### src/rtl/cv32e40p_shadow_obi_arbiter.sv
// rtl/cv32e40p_shadow_obi_arbiter.sv - two-master OBI arbiter merging core data and shadow-store ports
// Optional conflict counter enabled by defining CV32E40P_ARB_PERF_EN.
module cv32e40p_shadow_obi_arbiter #(
  parameter int unsigned MAX_OUTSTANDING = 2,
  parameter bit          SHADOW_FIRST    = 1'b0
) (
  input  logic        clk_i,
  input  logic        rst_i,
  input  logic        data_req_i,
  input  logic        data_we_i,
  input  logic [3:0]  data_be_i,
  input  logic [31:0] data_addr_i,
  input  logic [31:0] data_wdata_i,
  output logic        data_gnt_o,
  output logic        data_rvalid_o,
  output logic [31:0] data_rdata_o,
  input  logic        shadow_req_i,
  input  logic        shadow_we_i,
  input  logic [3:0]  shadow_be_i,
  input  logic [31:0] shadow_addr_i,
  input  logic [31:0] shadow_wdata_i,
  output logic        shadow_gnt_o,
  output logic        shadow_rvalid_o,
  output logic [31:0] shadow_rdata_o,
  output logic        mem_req_o,
  output logic        mem_we_o,
  output logic [3:0]  mem_be_o,
  output logic [31:0] mem_addr_o,
  output logic [31:0] mem_wdata_o,
  input  logic        mem_gnt_i,
  input  logic        mem_rvalid_i,
  input  logic [31:0] mem_rdata_i,
  output logic        resp_err_o,
  output logic [31:0] conflict_cnt_o
);

  localparam int unsigned CW = $clog2(MAX_OUTSTANDING + 1);
  localparam int unsigned PW = (MAX_OUTSTANDING > 1) ? $clog2(MAX_OUTSTANDING) : 1;
  localparam logic [CW-1:0] CNT_MAX  = CW'(MAX_OUTSTANDING);
  localparam logic [PW-1:0] PTR_LAST = PW'(MAX_OUTSTANDING - 1);

  // Master ids: 0 = data port, 1 = shadow port.
  logic [CW-1:0]              count_q;
  logic [PW-1:0]              wr_ptr_q;
  logic [PW-1:0]              rd_ptr_q;
  logic [MAX_OUTSTANDING-1:0] id_fifo_q;
  logic                       lock_q;
  logic                       lock_sel_q;
  logic                       rr_q;

  logic sel;
  logic sel_req;
  logic full;
  logic has_outstanding;
  logic handshake;
  logic pop;
  logic head;

  assign full            = (count_q == CNT_MAX);
  assign has_outstanding = (count_q != '0);
  assign head            = id_fifo_q[rd_ptr_q];

  // Pick the master driving the address phase; a stalled request owns the port until granted.
  always_comb begin
    sel = 1'b0;
    if (lock_q) begin
      sel = lock_sel_q;
    end else if (data_req_i && shadow_req_i) begin
      sel = rr_q;
    end else if (shadow_req_i) begin
      sel = 1'b1;
    end
  end

  assign sel_req   = sel ? shadow_req_i : data_req_i;
  // Room check uses the registered count, so a same-cycle pop never frees a slot early.
  assign mem_req_o = sel_req & ~full & ~rst_i;
  assign handshake = mem_req_o & mem_gnt_i;
  assign pop       = mem_rvalid_i & has_outstanding & ~rst_i;

  assign mem_we_o    = sel ? shadow_we_i    : data_we_i;
  assign mem_be_o    = sel ? shadow_be_i    : data_be_i;
  assign mem_addr_o  = sel ? shadow_addr_i  : data_addr_i;
  assign mem_wdata_o = sel ? shadow_wdata_i : data_wdata_i;

  assign data_gnt_o   = handshake & ~sel;
  assign shadow_gnt_o = handshake &  sel;

  assign data_rvalid_o   = pop & ~head;
  assign shadow_rvalid_o = pop &  head;
  assign data_rdata_o    = mem_rdata_i;
  assign shadow_rdata_o  = mem_rdata_i;

  assign resp_err_o = mem_rvalid_i & ~has_outstanding & ~rst_i;

  // Outstanding-id FIFO, request lock and round-robin priority.
  always_ff @(posedge clk_i) begin
    if (rst_i) begin
      count_q    <= '0;
      wr_ptr_q   <= '0;
      rd_ptr_q   <= '0;
      id_fifo_q  <= '0;
      lock_q     <= 1'b0;
      lock_sel_q <= 1'b0;
      rr_q       <= SHADOW_FIRST;
    end else begin
      if (handshake) begin
        id_fifo_q[wr_ptr_q] <= sel;
        wr_ptr_q            <= (wr_ptr_q == PTR_LAST) ? '0 : wr_ptr_q + 1'b1;
        rr_q                <= ~sel;
      end
      if (pop) begin
        rd_ptr_q <= (rd_ptr_q == PTR_LAST) ? '0 : rd_ptr_q + 1'b1;
      end
      case ({handshake, pop})
        2'b10:   count_q <= count_q + 1'b1;
        2'b01:   count_q <= count_q - 1'b1;
        default: count_q <= count_q;
      endcase
      if (handshake) begin
        lock_q <= 1'b0;
      end else if (mem_req_o) begin
        lock_q     <= 1'b1;
        lock_sel_q <= sel;
      end
    end
  end

`ifdef CV32E40P_ARB_PERF_EN
  logic [31:0] conflict_cnt_q;
  logic        conflict;

  assign conflict = (data_req_i & shadow_req_i) |
                    (lock_q & (lock_sel_q ? data_req_i : shadow_req_i));

  // Saturating count of cycles where a master is kept waiting by the other.
  always_ff @(posedge clk_i) begin
    if (rst_i) begin
      conflict_cnt_q <= '0;
    end else if (conflict && (conflict_cnt_q != 32'hFFFF_FFFF)) begin
      conflict_cnt_q <= conflict_cnt_q + 32'd1;
    end
  end

  assign conflict_cnt_o = conflict_cnt_q;
`else
  assign conflict_cnt_o = '0;
`endif

endmodule

### config.mk
export PLATFORM = sky130hd
export DESIGN_NAME = cv32e40p_shadow_obi_arbiter
export DESIGN_NICKNAME = d
export VERILOG_FILES = /design/src/rtl/cv32e40p_shadow_obi_arbiter.sv
export SDC_FILE = /design/constraint.sdc
export NUM_CORES = 1
export LEC_CHECK = 0
export BUFFER_PORTS_ARGS = -buffer_cell sky130_fd_sc_hd__buf_4
export CAP_MARGIN = 20
export CELL_PAD_IN_SITES_DETAIL_PLACEMENT = 2
export CELL_PAD_IN_SITES_GLOBAL_PLACEMENT = 2
export CORE_AREA = 2 2 134 136
export CTS_BUF_LIST = sky130_fd_sc_hd__clkbuf_4
export DETAILED_ROUTE_END_ITERATION = 10
export DIE_AREA = 0 0 136 138
export PLACE_DENSITY_LB_ADDON = 0.1
export SETUP_SLACK_MARGIN = 0.05
export SKIP_CTS_REPAIR_TIMING = 1
export SYNTH_ARGS = -nofsm -noshare
export SYNTH_HDL_FRONTEND = slang
export SYNTH_SLANG_ARGS = --single-unit
### constraint.sdc
create_clock -name clk_i -period 2.8 [get_ports clk_i]
set_input_delay 0.14 -clock clk_i [delete_from_list [all_inputs] [get_ports clk_i]]
set_output_delay 0.14 -clock clk_i [all_outputs]
set_load 0.1 [all_outputs]
# Yosys cells after proc, flatten, opt, wreduce, memory -nomap -nowiden
# Index checks and enable logic that the tools add are counted.
# word_totals
n_memories	0
mem_bits_ro	0
word_cells	56
ramBits	0
latch_bits	0
regBits	9
# classes
n_reduce_logical	6
mul	0
n_div	0
mux	16
addsub	4
shift	0
bitwise	17
order_cmp	3
eq_ne	3
# ops
operator	n
$mux 32	2
$and 1x1->1	11
$mux 1	10
$not 1->1	6
$eq 2x2->1 const B	2
$lt 1x2->1 const B	2
$mux 4	1
$pmux 2 s2	1
$reduce_bool 2->1	2
$add 1x1->1 const B	2
$add 2x1->2 const B	1
$bwmux 2	1
$eq 2x1->1 const B	1
$logic_and 1x1->1	2
$reduce_and 2->1	1
$reduce_or 2->1	1
$sub 2x1->2 const B	1
$demux 1 s1	1
$ge 1x1->1 const B	1

# Depth between registers and ports, before layout
# Gate-level depths: netlist of run 1.
# depth
ltp_word	9
mapped_depth	8

# Least setup slack after synthesis of run 1
# OpenSTA, ideal clock, no wires.
# synth_path
kind	reg-to-output
from	reg count_q[0]
to	out shadow_gnt_o
stages_incl_launch_ff	6
n_path_buf	0
arrival_time_ns	2.871
required_time_ns	2.660
slack_ns	-0.211
cell_sequence	dfxtp_1 -> nand2b_1 -> o2111ai_4 -> inv_1 -> nand2_1 -> nor2_1
# synth_between
elab_chain_len	6
# synth_rtl
item	line	source
from (decl)	43	logic [CW-1:0] count_q;
from (signal assigned)	116	2'b10: count_q <= count_q + 1'b1;
from (signal assigned)	117	2'b01: count_q <= count_q - 1'b1;
from (signal assigned)	118	default: count_q <= count_q;
$eq 2x2->1	59	assign full = (count_q == CNT_MAX);
$not 1->1	77	assign mem_req_o = sel_req & ~full & ~rst_i;
$and 1x1->1 (2 in series)	77	
via mem_req_o	25	output logic mem_req_o,
$and 1x1->1	78	assign handshake = mem_req_o & mem_gnt_i;
$and 1x1->1	87	assign shadow_gnt_o = handshake & sel;
to (decl)	22	output logic shadow_gnt_o,
# The timed path passes the listed nets, and every way through them passes these cells.

# Final worst setup path of run 1
# layout_path
from	reg lock_q
to	out mem_be_o[0]
# layout_between
elab_chain_len	2
# layout_rtl
item	line	source
from (decl)	47	logic lock_q;
from (signal assigned)	103	lock_q <= 1'b0;
from (signal assigned)	121	lock_q <= 1'b0;
from (signal assigned)	123	lock_q <= 1'b1;
$mux 1	66	if (lock_q) begin
$mux 4	82	assign mem_be_o = sel ? shadow_be_i : data_be_i;
to (decl)	27	output logic [3:0] mem_be_o,
# No other way between the ends.

==> results.json, run 1 <==
{
  "min_path_type": "input pin to flip-flop",
  "fmax_ghz": 0.433,
  "final_cell_mix": "buf_4 (220), mux2_2 (64), conb_1 (32)",
  "p_clk_frac": 0.069,
  "max-cap-violations": 0,
  "viasPerCell": 3.37,
  "final_common_cell": "buf_4",
  "syn_area_um2": 2080,
  "area_delta_synth_final_pct": 63.1,
  "timing.final.hold_violations": 0,
  "numPortBuffers": 218,
  "final.setup.worst_slack_ps": 488,
  "cp_max_fo": 28,
  "ant_nets": 0,
  "outcome": "completed",
  "drt_first_pass_iters": 4,
  "placedCellCount": 606,
  "yosys_register_bits": 9,
  "start_util": 0.118,
  "rows": 49,
  "multi_input_area_um2": 1200,
  "finalWorstPathRequiredPeriod_ps": 2310,
  "setup_viol": 0,
  "p_int_mw": 0.566,
  "fillers": 2098,
  "drive_gt1_frac": 0.772,
  "finClkSkew_ps": 1.62,
  "cp.required_ps": 2660,
  "p_comb_frac": 0.846,
  "htree_levels": 1,
  "power.switching_mw": 1.14,
  "root_buffer": "clkbuf_4",
  "gr-total-overflow": 0,
  "ios": 347,
  "finalCritPeriodShare": 0.826,
  "grt_pass1_vias": 2205,
  "grt_pass1_wl_um": 14800,
  "ff_latch_area_um2": 180,
  "finalSetupTns_ps": 0,
  "clk_pin_slew_worst_paths_ps": 70,
  "clk_latency_ps": 260,
  "cts_made_buffers": 3,
  "drt_iter0_drc": 37,
  "rsz0062_at_grt": "false",
  "track_usage": 0.104,
  "pre_cts_ws_ps": 663,
  "antenna_found_initial": 1,
  "synth_warnings": 0,
  "irDropWorstVdd_uv": 147,
  "crit_path_end_kind": "primary output",
  "clk_path_buf_depth": 2,
  "path_cells": "nand2b_1 > o21a_4 > buf_4 > mux2_2 > buf_4",
  "die_h_um": 138,
  "nNetsFinal": 559,
  "cp_data_arrival_time_ps": 2170,
  "clock-sinks": 9,
  "met1_usage": 0.115,
  "via_count": 2057,
  "post_drt_wl_per_cell_um": 17.6,
  "fin_cells": 611,
  "die_area_um2": 18800,
  "pwr_density_cell_nw_per_um2": 505,
  "syn_avg_cell_area_um2": 9.07,
  "top_usage_layer": "met2",
  "cp_slowest_stage_delay_ps": 440,
  "routed_wl_um": 10800,
  "design.core.area_um2": 17500,
  "p_total_mw": 1.71,
  "critPathSlowestCell": "o21a_4",
  "cts_tree": "done",
  "worst-setup-path-type": "flip-flop to primary output",
  "grt_start_max_net_pins": 29,
  "gp_congestion": 0.709,
  "dieWidth_um": 136,
  "swShare": 0.669,
  "cellLeakagePower_nw": 1.70,
  "use_met2": 0.188,
  "synth_cell_type_count": 29,
  "power_frac_seq": 0.085,
  "synth_cells": 229,
  "yosysSeqAreaShare": 0.0867,
  "hpwl_um": 9640,
  "cp-start-kind": "flip-flop",
  "drc": 0,
  "drv_slew": 0,
  "use_met3": 0.0451,
  "crit_top_cell": "buf_4"
}
## logic make-up after synthesis
| family | share of synthesized area |
|---|---|
| xor+xnor | 0.0127 |
| flops | 0.0867 |
| fa+ha+maj | 0.00602 |
| mux | 0.396 |
| buf+inv | 0.398 |
| simple gates | 0.0506 |
| other cells | 0.00181 |
| compound gates | 0.0488 |
## final timing paths
path,from,endpoint,slack (ps),depth (start not counted)
max,lock_q,mem_be_o[0],490,5
min reg2reg,id_fifo_q[0],id_fifo_q[0],470,2
max reg2reg,lock_q,count_q[1],670,7
min,rst_i,rr_q,100,2
## per-layer routing
| layer | part of all wire | up-vias |
|---|---|---|
| met4 | 0.0031 | 0 |
| met5 | 0 | - |
| met1 | 0.36 | 938 |
| li1 | - | 952 |
| met3 | 0.14 | 6 |
| met2 | 0.50 | 161 |
## critical path, delay by kind of cell (launching register included)
family          cells  cell delay (ps)
buf+inv             2              510
flops               1              410
simple gates        1              170
compound gates      1              440
mux                 1              360
## state kept, by name (all words and copies together) (netlist names)
signal / flops
wr_ptr_q: 1
lock_sel_q: 1
id_fifo_q: 2
rr_q: 1
rd_ptr_q: 1
count_q: 2
lock_q: 1
## Yosys cell counts, drive strengths merged
library cell	instances	share of area
buf	104	0.39
mux2	70	0.38
dfxtp	9	0.087
inv	5	0.0090
nand2	5	0.0090
nor2	4	0.0072
o21ai	4	0.0096
a21oi	3	0.0072
mux2i	3	0.014
nand2b	3	0.0090
nand3	2	0.0048
nor2b	2	0.0060
or3	2	0.0084
xor2	2	0.0084
conb	1	0.0018
ha	1	0.0060
nand3b	1	0.0036
nor3	1	0.0024
o2111ai	1	0.013
o211a	1	0.0048
o211ai	1	0.0036
o21a	1	0.0036
o21bai	1	0.0036
o31ai	1	0.0036
xnor2	1	0.0042
## area by class of cell
type / count / share of cell area
diodes: 1 / 0.000739
multi-input cells: 142 / 0.354
repair buffers: 221 / 0.494
well taps: 229 / 0.0846
inverters: 5 / 0.00554
flip-flops and latches: 9 / 0.0532
clock buffers: 4 / 0.00887
## metrics by stage
step	utilization	instance area, um^2	hold slack [ps]
after global placement	0.191	3350	281
after detailed placement	0.191	3350	281
after floorplan	-	2200	209
after global routing	0.193	3380	103
final	0.193	3390	101
after CTS	0.193	3380	93.7
## power groups by stage
stage	combinational [mW]	clock, mW	sequential, mW
after floorplan	1.59	0	0.146
after global placement	1.45	0	0.149
after detailed placement	1.46	0	0.149
after CTS	1.46	0.124	0.146
after global routing	1.50	0.131	0.148
final	1.45	0.118	0.146
No activity file was read; power rests on OpenSTA's default activity.
==> run 2, diff against run 1 <==
--- a/config.mk
+++ b/config.mk
@@ -9,10 +9,10 @@
 export CAP_MARGIN = 20
 export CELL_PAD_IN_SITES_DETAIL_PLACEMENT = 2
 export CELL_PAD_IN_SITES_GLOBAL_PLACEMENT = 2
-export CORE_AREA = 2 2 134 136
+export CORE_MARGIN = 2
+export CORE_UTILIZATION = 11
 export CTS_BUF_LIST = sky130_fd_sc_hd__clkbuf_4
 export DETAILED_ROUTE_END_ITERATION = 10
-export DIE_AREA = 0 0 136 138
 export PLACE_DENSITY_LB_ADDON = 0.1
 export SETUP_SLACK_MARGIN = 0.05
 export SKIP_CTS_REPAIR_TIMING = 1
==> constraint.sdc (replaced) <==
create_clock -name clk_i -period 1.9 [get_ports clk_i]
set_input_delay 0.095 -clock clk_i [delete_from_list [all_inputs] [get_ports clk_i]]
set_output_delay 0.095 -clock clk_i [all_outputs]
set_load 0.1 [all_outputs]
==> results.json, run 2 (same netlist as run 1, synthesis figures left out) <==
{
  "outcome": "finished with violations",
  "violations": "negative setup slack",
  "gp_congestion": 0.697,
  "cp-start-kind": "flip-flop",
  "dieWidth_um": 141,
  "clk_path_buf_depth": 2,
  "final_common_cell": "buf_4",
  "clock-sinks": 9,
  "htree_levels": 1,
  "r2r_setup_slack_ps": -90,
  "cp_max_fo": 5,
  "hpwl_um": 9920,
  "pre_cts_ws_ps": -3.17,
  "cts_tree": "done",
  "finalWorstPathRequiredPeriod_ps": 1990,
  "start_util": 0.111,
  "clk_latency_ps": 280,
  "finalCritPeriodShare": 1.05,
  "cellLeakagePower_nw": 1.98,
  "final.setup.worst_slack_ps": -85.7,
  "ios": 347,
  "p_total_mw": 2.82,
  "post_drt_wl_per_cell_um": 18.6,
  "die_h_um": 141,
  "cp.required_ps": 2100,
  "rows": 50,
  "antenna_found_initial": 0,
  "grt_pass1_wl_um": 14900,
  "pwr_density_cell_nw_per_um2": 688,
  "root_buffer": "clkbuf_4",
  "min_path_type": "input pin to flip-flop",
  "rr_endpoint": "count_q[1]",
  "drt_iter0_drc": 20,
  "drc": 0,
  "via_count": 2143,
  "whs_path_depth": 2,
  "drive_gt1_frac": 0.820,
  "final_cell_mix": "buf_4 (156), mux2_2 (65), buf_6 (57)",
  "post-route-util": 0.220,
  "viasPerCell": 3.39,
  "setup_viol": 59,
  "r2r-start": "lock_q",
  "crit_path_end_kind": "flip-flop",
  "max-cap-violations": 0,
  "reg_top3": "count_q (2), id_fifo_q (2)",
  "reg2reg_depth": 8,
  "drv_slew": 0,
  "grt_start_max_net_pins": 33,
  "hold_start": "rst_i",
  "grt_pass1_vias": 2163,
  "fmax_ghz": 0.504,
  "cts_made_buffers": 3,
  "ant_nets": 0,
  "rsz0062_at_grt": "true",
  "irDropWorstVdd_uv": 167,
  "drt_first_pass_iters": 4,
  "worst-setup-path-type": "flip-flop to flip-flop",
  "numPortBuffers": 218,
  "design.core.area_um2": 18600,
  "whs_endpoint": "wr_ptr_q",
  "gr-total-overflow": 0,
  "die_area_um2": 20000,
  "cp_data_arrival_time_ps": 2190,
  "routed_wl_um": 11800,
  "antenna_cells": 0,
  "clk_pin_slew_worst_paths_ps": 80,
  "area_delta_synth_final_pct": 97.1,
  "track_usage": 0.100,
  "nNetsFinal": 577,
  "timing.final.hold_violations": 0,
  "finClkSkew_ps": 14.0
}
-- run 2: worst max path at each step --
stage / to / cells past startpoint / startpoint
5_1_grt: mem_addr_o[10] / 6 / lock_q
2_1_floorplan: count_q[1] / 8 / lock_q
4_1_cts: data_gnt_o / 7 / lock_q
3_5_place_dp: count_q[1] / 8 / lock_q
6_report: count_q[1] / 8 / lock_q
3_3_place_gp: count_q[1] / 8 / lock_q
-- run 2: final cells by class --
type                    instances  area (um^2)
well taps                     234          293
fillers                      2154        14500
clock inverters                 1         5.00
multi-input cells             142         1260
flip-flops and latches          9          184
repair buffers                239         2300
clock buffers                   3         22.5
inverters                       5         22.5
-- run 2: metrics by stage --
step	TNS, ps	hold WS (ps)	cells	cell area, um^2
after floorplan	-1330	164	260	2240
after global placement	0	191	617	3460
after detailed placement	-3.17	191	617	3460
after CTS	-3640	32.0	621	3490
after global routing	-7890	50.5	633	4090
final	-3130	40.2	633	4090
-- run 2: power by group --
part	internal [mW]	switching [mW]	leakage, nW	total, mW
registers	0.201	0.0102	0.0740	0.211
logic	0.766	1.68	1.89	2.44
clock network	0.0781	0.0843	0.0177	0.162
-- run 2: critical path, stage by stage (launching register included) --
cell	delay, ps
dfxtp_4	370
mux2_4	310
o2111ai_4	220
clkinvlp_4	140
buf_6	130
nand2_4	50
ha_4	190
or3_4	360
a21oi_2	140
-- run 2: routing by layer --
layer  vias to the layer above  wire length, um  track usage
li1                        986                -            -
met1                       995             3930        0.104
met2                       150             6590        0.194
met3                        12             1120       0.0327
met4                         0              155       0.0237
met5                         -                0            0
==> run 3, diff against run 2 <==
--- a/config.mk
+++ b/config.mk
@@ -15,7 +15,6 @@
 export DETAILED_ROUTE_END_ITERATION = 10
 export PLACE_DENSITY_LB_ADDON = 0.1
 export SETUP_SLACK_MARGIN = 0.05
-export SKIP_CTS_REPAIR_TIMING = 1
 export SYNTH_ARGS = -nofsm -noshare
 export SYNTH_HDL_FRONTEND = slang
 export SYNTH_SLANG_ARGS = --single-unit
==> results.json, run 3 (same netlist as run 1, synthesis figures left out) <==
{
  "p_total_mw": 2.86,
  "p_comb_frac": 0.870,
  "routed_wl_um": 11200,
  "rows": 50,
  "final.setup.worst_slack_ps": -7.80,
  "min_path_type": "input pin to flip-flop",
  "track_usage": 0.102,
  "final_area_um2": 4160,
  "ant_nets": 0,
  "drc": 0,
  "cp-start-kind": "flip-flop",
  "ios": 347,
  "cp_data_arrival_time_ps": 2110,
  "antenna_cells": 0,
  "ff_latch_area_um2": 184,
  "grt_pass1_vias": 2206,
  "die_h_um": 141,
  "finalCritPeriodShare": 1.00,
  "dieWidth_um": 141,
  "drt_first_pass_iters": 4,
  "final_cell_mix": "buf_4 (153), mux2_2 (66), buf_8 (52)",
  "grt_start_max_net_pins": 33,
  "placed_area_um2": 3460,
  "numPortBuffers": 218,
  "grt_pass1_wl_um": 15100,
  "finalWorstPathRequiredPeriod_ps": 1910,
  "root_buffer": "clkbuf_4",
  "path_delay_family": "simple AND/OR/NAND/NOR gates",
  "outcome": "finished with violations",
  "fillers": 2131,
  "timing.final.hold_violations": 0,
  "design.core.area_um2": 18600,
  "drv_slew": 0,
  "post_drt_wl_per_cell_um": 18.0,
  "max-cap-violations": 0,
  "cp_max_fo": 5,
  "multi_input_area_um2": 1260,
  "drive_gt1_frac": 0.815,
  "irDropWorstVdd_uv": 162,
  "postCtsHoldBufs": 0,
  "nNetsFinal": 567,
  "cts_made_buffers": 3,
  "cellLeakagePower_nw": 1.98,
  "finalSetupTns_ps": -7.80,
  "cp_slowest_stage_delay_ps": 370,
  "holdWs_ps": 50.1,
  "crit_path_end_kind": "flip-flop",
  "violations": "negative setup slack",
  "worst-setup-path-type": "flip-flop to flip-flop",
  "clock-sinks": 9,
  "clk_pin_slew_worst_paths_ps": 80,
  "clk_path_buf_depth": 2,
  "drt_iter0_drc": 34,
  "start_util": 0.111,
  "die_area_um2": 20000,
  "crit_buf_inv": 1,
  "power_frac_seq": 0.074,
  "gp_congestion": 0.697,
  "cts_tree": "done",
  "hpwl_um": 9920,
  "p_int_mw": 1.09,
  "power.switching_mw": 1.77,
  "setup_viol": 1,
  "p_clk_frac": 0.056,
  "finClkSkew_ps": 14.3,
  "critPathSlowestCell": "dfxtp_4",
  "swShare": 0.620,
  "gr-total-overflow": 0,
  "fmax_ghz": 0.524,
  "pwr_density_cell_nw_per_um2": 688,
  "rsz0062_at_grt": "true",
  "via_count": 2082,
  "clk_latency_ps": 280,
  "viasPerCell": 3.34,
  "area_delta_synth_final_pct": 100,
  "final_common_cell": "buf_4",
  "htree_levels": 1,
  "antenna_found_initial": 0,
  "reg_top3": "count_q (2), id_fifo_q (2)",
  "cp.required_ps": 2100,
  "path_cells": "mux2_4 > o2111ai_4 > clkinvlp_4 > nand2_4 > ha_4 > xnor2_1 > or3_1 > a21oi_2"
}
-- run 3: cell count changes in the layout (fill, tap and decap cells not counted), moves of 2 or more --
cell / previous run / this run
buf_4: 156 / 153
mux2_1: 2 / 0
buf_8: 9 / 52
buf_12: 14 / 19
clkbuf_16: 3 / 0
buf_6: 57 / 5
-- run 3: per-layer routing --
layer	vias to the layer above	share of wire	track usage
met4	0	0.010	0.0211
met2	149	0.57	0.201
met5	-	0	0
met3	10	0.097	0.0321
met1	957	0.33	0.105
li1	966	-	-
-- run 3: final timing paths --
path,start,end,slack [ps],cells past startpoint
max,lock_q,count_q[1],-8,8
min,rst_i,wr_ptr_q,50,2
max reg2reg,lock_q,count_q[1],-8,8
min reg2reg,id_fifo_q[0],id_fifo_q[0],470,2
-- run 3: metrics by stage --
| step | instances | util | worst slack [ps] |
|---|---|---|---|
| after floorplan | 260 | - | -514 |
| after global placement | 617 | 0.186 | 51.3 |
| after detailed placement | 617 | 0.186 | -3.17 |
| after CTS | 621 | 0.212 | -10.6 |
| after global routing | 623 | 0.223 | -88.4 |
| final | 623 | 0.223 | -7.80 |
-- run 3: worst reg2reg max path, delay by kind of cell, from the launching register on --
| family | cells | cell delay (ps) |
|---|---|---|
| and+or+nand+nor | 2 | 450 |
| muxes | 1 | 310 |
| DFF | 1 | 370 |
| xor gates and xnor gates | 1 | 60 |
| buffers and inverters | 1 | 170 |
| adders and majority gates | 1 | 130 |
| AOI/OAI and AO/OA | 2 | 340 |
-- run 3: layout make-up --
class | instances | area share
repair buffers | 229 | 0.569
multi-input cells | 142 | 0.303
well taps | 234 | 0.0705
flip-flops and latches | 9 | 0.0443
inverters | 5 | 0.00602
clock buffers | 3 | 0.00542
clock inverters | 1 | 0.00120
-- run 3: repair_timing --
| item | in CTS | in global routing |
|---|---|---|
| endpoints found under the hold margin | 0 | 0 |
| gates resized for setup | 127 | 47 |
| buffers inserted | 0 | 2 |
| pin swaps | 1 | 0 |
| endpoints found under the setup margin | 73 | 73 |
-- run 3: power by group through the flow --
stage / clock [mW] / sequential (mW) / combinational [mW]
floorplan: 0 / 0.217 / 2.36
global placement: 0 / 0.216 / 2.19
finish: 0.161 / 0.211 / 2.49
detailed placement: 0 / 0.216 / 2.19
global route: 0.182 / 0.213 / 2.56
CTS: 0.173 / 0.212 / 2.41
